`src/rtl/wb_regfile_if.sv`:
```
// Writeback / register-read bus between the pipeline's W and D stages and the register file.
interface wb_regfile_if #(
  parameter int DATA_W = 32,
  parameter int CNT_W  = 16
);
  logic [DATA_W-1:0] ReadDataW;
  logic [DATA_W-1:0] AluoutW;
  logic [4:0]        writeRegW;
  logic              RegWriteW;
  logic              MemtoRegW;
  logic [4:0]        ra1;
  logic [4:0]        ra2;
  logic [DATA_W-1:0] rd1;
  logic [DATA_W-1:0] rd2;
  logic [DATA_W-1:0] ResultW;
  logic [CNT_W-1:0]  wr_count;

  modport master (
    output ReadDataW, AluoutW, writeRegW, RegWriteW, MemtoRegW, ra1, ra2,
    input  rd1, rd2, ResultW, wr_count
  );

  modport slave (
    input  ReadDataW, AluoutW, writeRegW, RegWriteW, MemtoRegW, ra1, ra2,
    output rd1, rd2, ResultW, wr_count
  );
endinterface

```
`src/rtl/wb_regfile.sv`:
```
// Register file with WB result mux, same-cycle write-through bypass on both read
// ports, and a counter of committed writes. Reads are forced to zero while in reset.

module wb_regfile_rdport #(
  parameter int DATA_W = 32,
  parameter int NREG   = 32
) (
  input  logic                        rst,
  input  logic [4:0]                  ra,
  input  logic [NREG-1:0][DATA_W-1:0] regs,
  input  logic                        wen,
  input  logic [4:0]                  wa,
  input  logic [DATA_W-1:0]           wdata,
  output logic [DATA_W-1:0]           rd
);
  always_comb begin
    rd = '0;
    if (rst && ra != 5'd0 && 32'(ra) < NREG) begin
      // wen already excludes r0, so a match here is always a real write
      if (wen && wa == ra) rd = wdata;
      else                 rd = regs[ra];
    end
  end
endmodule

module wb_regfile #(
  parameter int DATA_W = 32,
  parameter int NREG   = 32,
  parameter int CNT_W  = 16
) (
  input  logic         clk,
  input  logic         rst,
  wb_regfile_if.slave  bus
);
  typedef struct packed {
    logic              en;
    logic [4:0]        addr;
    logic [DATA_W-1:0] data;
  } wbReqT;

  wbReqT                       wb;
  logic [NREG-1:0][DATA_W-1:0] regs;
  logic [CNT_W-1:0]            wrCount;
  logic [1:0][4:0]             raArr;
  logic [1:0][DATA_W-1:0]      rdArr;

  always_comb begin
    wb.data = bus.MemtoRegW ? bus.ReadDataW : bus.AluoutW;
    wb.addr = bus.writeRegW;
    wb.en   = bus.RegWriteW && (bus.writeRegW != 5'd0) && (32'(bus.writeRegW) < NREG);
  end

  always_ff @(posedge clk or negedge rst) begin
    if (!rst) begin
      regs    <= '0;
      wrCount <= '0;
    end else if (wb.en) begin
      regs[wb.addr] <= wb.data;
      wrCount       <= wrCount + 1'b1;
    end
  end

  assign raArr        = {bus.ra2, bus.ra1};
  assign bus.rd1      = rdArr[0];
  assign bus.rd2      = rdArr[1];
  assign bus.ResultW  = wb.data;
  assign bus.wr_count = wrCount;

  for (genvar p = 0; p < 2; p++) begin : gRd
    wb_regfile_rdport #(.DATA_W(DATA_W), .NREG(NREG)) uRd (
      .rst   (rst),
      .ra    (raArr[p]),
      .regs  (regs),
      .wen   (wb.en),
      .wa    (wb.addr),
      .wdata (wb.data),
      .rd    (rdArr[p])
    );
  end
endmodule

```
`src/flat_wrapper.sv`:
```
// flat-port wrapper written by rule: the top's interface ports become plain ports
module wb_regfile_flat 
#(
  parameter int DATA_W = 32,
  parameter int NREG   = 32,
  parameter int CNT_W  = 16
)
  (clk, rst, bus_ReadDataW, bus_AluoutW, bus_writeRegW, bus_RegWriteW, bus_MemtoRegW, bus_ra1, bus_ra2, bus_rd1, bus_rd2, bus_ResultW, bus_wr_count);
  wb_regfile_if #(.DATA_W(DATA_W), .CNT_W(CNT_W)) bus_i ();
  input  logic clk;
  input  logic rst;
  input wire logic [$bits(bus_i.ReadDataW)-1:0] bus_ReadDataW;
  input wire logic [$bits(bus_i.AluoutW)-1:0] bus_AluoutW;
  input wire logic [$bits(bus_i.writeRegW)-1:0] bus_writeRegW;
  input wire logic [$bits(bus_i.RegWriteW)-1:0] bus_RegWriteW;
  input wire logic [$bits(bus_i.MemtoRegW)-1:0] bus_MemtoRegW;
  input wire logic [$bits(bus_i.ra1)-1:0] bus_ra1;
  input wire logic [$bits(bus_i.ra2)-1:0] bus_ra2;
  output wire logic [$bits(bus_i.rd1)-1:0] bus_rd1;
  output wire logic [$bits(bus_i.rd2)-1:0] bus_rd2;
  output wire logic [$bits(bus_i.ResultW)-1:0] bus_ResultW;
  output wire logic [$bits(bus_i.wr_count)-1:0] bus_wr_count;
  assign bus_i.ReadDataW = bus_ReadDataW;
  assign bus_i.AluoutW = bus_AluoutW;
  assign bus_i.writeRegW = bus_writeRegW;
  assign bus_i.RegWriteW = bus_RegWriteW;
  assign bus_i.MemtoRegW = bus_MemtoRegW;
  assign bus_i.ra1 = bus_ra1;
  assign bus_i.ra2 = bus_ra2;
  assign bus_rd1 = bus_i.rd1;
  assign bus_rd2 = bus_i.rd2;
  assign bus_ResultW = bus_i.ResultW;
  assign bus_wr_count = bus_i.wr_count;
  wb_regfile #(.DATA_W(DATA_W), .NREG(NREG), .CNT_W(CNT_W)) u_core (.clk(clk), .rst(rst), .bus(bus_i));
endmodule
```
`config.mk`:
```
export PLATFORM = sky130hd
export DESIGN_NAME = wb_regfile_flat
export DESIGN_NICKNAME = d
export VERILOG_FILES = /design/src/rtl/wb_regfile_if.sv /design/src/rtl/wb_regfile.sv /design/src/flat_wrapper.sv
export SDC_FILE = /design/constraint.sdc
export NUM_CORES = 2
export LEC_CHECK = 0
export ABC_AREA = 1
export CAP_MARGIN = 10
export CORE_MARGIN = 10
export CORE_UTILIZATION = 35
export CTS_BUF_LIST = sky130_fd_sc_hd__clkbuf_4
export CTS_CLUSTER_SIZE = 14
export DETAILED_ROUTE_END_ITERATION = 7
export PLACE_DENSITY = 0.46
export SYNTH_ARGS = -nofsm -noshare
export SYNTH_HDL_FRONTEND = slang
export SYNTH_HIERARCHICAL = 1
export SYNTH_SLANG_ARGS = --single-unit
```
`constraint.sdc`:
```
create_clock -name clk -period 4.6 [get_ports clk]
set_input_delay 1.38 -clock clk [delete_from_list [all_inputs] [get_ports clk]]
set_output_delay 1.38 -clock clk [all_outputs]
set_load 0.005 [all_outputs]
```
==> results.md <==
Global routing:
- met2 is the most crowded layer.
- The maximum number of pins on one net before global-route repair is around 140.
- The via count of the first global-routing pass is a little over 60k.
- The fraction of met2 tracks used by global routing is between 40% and 50%.
- The wire length of the first global-routing pass is about 420,000 µm.
- The number of antenna violations at the first check in global routing is 6.
- The total global routing overflow is 0.
- Across every metal layer, demand over resource in global routing totals around 29%.
- The global-route met1 utilization is 37.7%.
- The met3 routing resource usage after global routing is 3.99%.

Detailed routing:
- The final layout contains routed wiring with a total length of about 290,000 µm.
- The first TritonRoute pass finished after 6 iterations.
- The number of vias after detailed routing is 64.0k.
- Once detail routing completed, the nets flagged for antenna violations numbered 0.
- In this run, the number of DRC markers left after iteration 0 of detailed routing was 6,041.
- The DRC violation count after routing is 1.
- The via count normalized by instance count is ~5.2.
- The detail-routed net length per standard cell is 23.0 µm.

Final layout:
- The fill cell instance count of the final layout is between 15k and 20k.
- The net count of the finished layout is about 10k.
- The final design instance area without fill is approximately 75,000 µm².
- The area growth from synthesis to layout is 21.4%.
- The footprint of the multi-input gates is roughly 30,000 µm².
- In the final layout, the share of cells above drive strength 1 is 13.3%.
- Summing all flip-flop and latch instances after layout gives ~26,000 µm².

Synth:
- Synthesis handed over a netlist of 9,465 instances.
- The prevailing post-synth register cell is dfrtp_1.
- The number of enable flip-flop cells after synthesis is 0.
- After synthesis the netlist holds a flip-flop and latch count of 1,040.
- Yosys attributes the largest share of cell area to dfrtp_1 42%, nand2_1 20%, a21oi_1 8.5%.
- The net count after synthesis is 9,549.
- Of the synthesized area, sequential elements account for 41.9%.
- By instance count, the leading cell after synthesis is nand2_1.
- The fraction of synthesized cell area taken by the top area cell type is a little over two fifths.
- The count of unique library cells instantiated by Yosys is 29.
- The mapped cell area is 62,200 µm².
- In the synthesized netlist, the cells that appear most often are 3,314 x nand2_1, 1,318 x nor2_1, 1,052 x a21oi_1, 1,040 x dfrtp_1, 970 x nand3_1.
- The total of warnings raised by yosys is 6.
- After synthesis, the mean cell area works out to 6.57 µm².
- For this run, asynchronously set or reset flops after synthesis account for 100%.
- Of all cell types, the one taking the most synthesized area is dfrtp_1.

STA:
- The final worst-path cycle share is 101%.
- The number of endpoints with negative hold slack in the final report is 0.
- Setup repair after global routing could not meet its margin everywhere.
- Across the routed clock network, the largest skew measured is 0.0213 ns.
- The worst hold slack is 0.105 ns.
- The post-route worst setup slack is -0.0636 ns.
- The post-route minimum period is 4.66 ns.
- The actual slew at the worst max-slew pin is ~1.0 ns.
- Setup violations remaining at the end of the flow were counted as 14.
- Derived from the worst setup path, the maximum achievable clock frequency is about 0.21 GHz.
- The number of slew-limit violations in the final report is 0.
- The worst pin sits at a relative slew slack of approximately 32%.

Clock tree:
- Counting along the longest clock path gives a buffer depth of 4.
- Clock latency on the worst-skew pair, taken at its later pin, is 1.34 ns.
- The tree built by TritonCTS fans out to ~1.0k sinks.
- The clock tree root driver cell is clkbuf_4.
- The CTS tree is yes.
- The CTS buffer count is 330.
- Clock-pin slew was measured on the worst setup and hold paths at approximately 0.060 ns.
- The depth of the CTS H-tree is 5.

Critical path:
- The critical path contains buffers and inverters numbering 6 combined.
- The worst-case reg-to-reg path depth is 6.
- The critical path in this run is classified as primary input to primary output.
- The capture instance of the worst register-to-register path is u_core/bus.wr_count[14].
- The most numerous cell type found on the critical path is o21ai_0.
- The critical path endpoint category is a primary output.
- In this design, the stage delay of the slowest critical-path cell is between 0.2 and 0.3 ns.
- The critical path goes through buf_4 -> inv_4 -> buf_8 -> o21ai_0 -> nor2_1 -> nand3_4 -> buf_6 -> buf_12 -> o21ai_0 -> a21oi_1 -> dlygate4sd2_1.
- The worst setup slack for register-to-register paths is ~3 ns.
- For the worst setup path, the data arrival time is 3.28 ns.
- The startpoint of the lowest-slack register-to-register path is u_core/bus.wr_count[0].
- Among cell families on the critical path, the largest total delay comes from buffers and inverters.
- The required time of the critical path is between 3 and 4 ns.
- The largest individual stage delay along the critical path comes from the cell nor2_1.
- The kind of start point of the critical path is a primary input.
- In this run the worst path has a maximum fanout of 18.

Placement:
- The worst-case setup slack after placement is -0.493 ns.
- The total of buffers placed on input and output ports is between 150 and 200.
- The wire-length estimate of the detail-placed layout is ~180,000 µm.
- After detailed placement, the total cell area comes to 70,000 µm².
- The congestion estimate from routability-driven global placement came to roughly 0.88.

Worst hold path:
- The path class of the tightest hold or removal check is primary input to asynchronous set/reset pin.

Floorplanning:
- The total area inside the core boundary comes to approximately 180,000 µm².
- In this run the horizontal extent of the chip is between 400 and 500 µm.
- The die height is between 400 and 500 µm.
- For this design the top-level I/O count stands at slightly below 200.
- The floorplan has ~150 rows.
- The initial core utilization is around a third.
- The floorplan step defined a die boundary enclosing between 150,000 and 200,000 µm².

Run status:
- The checks that failed: DRC, setup timing.
- The flow ran to the end, but the final reports show violations.

Run:
- The reported max-cap violation count is 0.

Power:
- Summed over all cells, the static leakage comes to between 30 and 40 nW.
- The worst-case IR drop observed on VDD is 0.000203 V.
- The total power divided by cell area is between 300 and 400 nW/µm².
[placed cells by master (no fill, tap or decap), types with 23 or more instances in the layout]
cell type | synthesis | routed
nand3_1 | 970 | 965
nand2_2 | 3 | 50
a21oi_1 | 1052 | 1036
clkdlybuf4s50_1 | 0 | 112
buf_6 | 26 | 29
nor2_4 | 15 | 23
dfrtp_1 | 1040 | 1040
buf_4 | 73 | 409
dlygate4sd2_1 | 0 | 34
o21ai_0 | 147 | 112
buf_16 | 0 | 27
a21oi_2 | 8 | 24
o21ai_1 | 0 | 24
nand2_1 | 3314 | 3258
clkbuf_4 | 0 | 447
buf_12 | 0 | 196
clkinv_1 | 0 | 57
o211ai_1 | 76 | 76
nor2_1 | 1318 | 1301
inv_1 | 677 | 669
[sequential cells by signal, summed over array words and instances (netlist names)]
name and cells:
u_core/regs 1024, u_core/bus.wr_count 16
[worst register-to-register path, stage by stage (launching register included)]
cell and delay [ns]:
dfrtp_1 0.42, ha_1 0.21, nand3_1 0.20, nor2_1 0.25
nand3_1 0.19, o21bai_1 0.17, nand2_1 0.07
[power by group]
group          internal [mW]  switching, mW  total [mW]
Clock                   4.54           4.46        9.00
Combinational           3.26           4.67        7.94
Sequential              11.3           1.71        13.0
Total                   19.1           10.8        29.9
[cell type report]
| class | count | share of cell area, % |
|---|---|---|
| clock inverter | 73 | 0.447 |
| inverter | 683 | 3.51 |
| antenna | 11 | 0.0365 |
| clock buffer | 447 | 4.44 |
| multi-input combinational | 6953 | 39.9 |
| tap | 2340 | 3.88 |
| timing repair buffer | 860 | 13.3 |
| sequential | 1040 | 34.5 |
[layer usage]
metal / wire length [µm] / share of wire [%]
met2: 134000 / 47
met5: 13 / 0.0045
met1: 122000 / 43
met4: 12500 / 4.4
met3: 17200 / 6.0
[metrics by stage]
stage | utilization, % | total power, mW | TNS, ns | std cells
3_5_place_dp | 39.7 | 20.8 | -22.65 | 11800
5_1_grt | 42.8 | 32.1 | -1.97 | 12400
6_report | 42.8 | 29.9 | -0.414 | 12400
3_3_place_gp | 39.7 | 20.7 | -25.51 | 11800
4_1_cts | 42.5 | 30.1 | -0.357 | 12400
2_1_floorplan | - | 17.9 | 0 | 9465
[worst max path at each step]
stage                   to        startpoint  slack, ns  cells past startpoint
6_report       bus_rd2[25]        bus_ra2[2]      -0.06                     11
5_1_grt        bus_rd2[26]  bus_writeRegW[1]      -0.13                     13
4_1_cts         bus_rd1[4]        bus_ra1[0]      -0.21                     13
3_5_place_dp   bus_rd1[15]        bus_ra1[2]      -0.49                     13
3_3_place_gp   bus_rd1[15]        bus_ra1[2]      -0.48                     13
2_1_floorplan  bus_rd1[23]  bus_writeRegW[4]       0.20                     12
[kinds of logic after synthesis]
logic type               synth area share, %
buffers and inverters                   10.4
adder cells (fa/ha/maj)               0.0201
XOR/XNOR                              0.0845
AND/OR/NAND/NOR                         36.9
flip-flops                              41.9
AO/OA/AOI/OAI                           10.8
[timing repair]
action	CTS	global route
gates resized for setup	225	153
gates cloned	13	3
hold buffers	1	0
pin swaps	17	27
endpoints found under the setup margin	64	78
hold endpoints to repair	2	0
setup buffers	62	25
(Power assumes the default switching activity.)
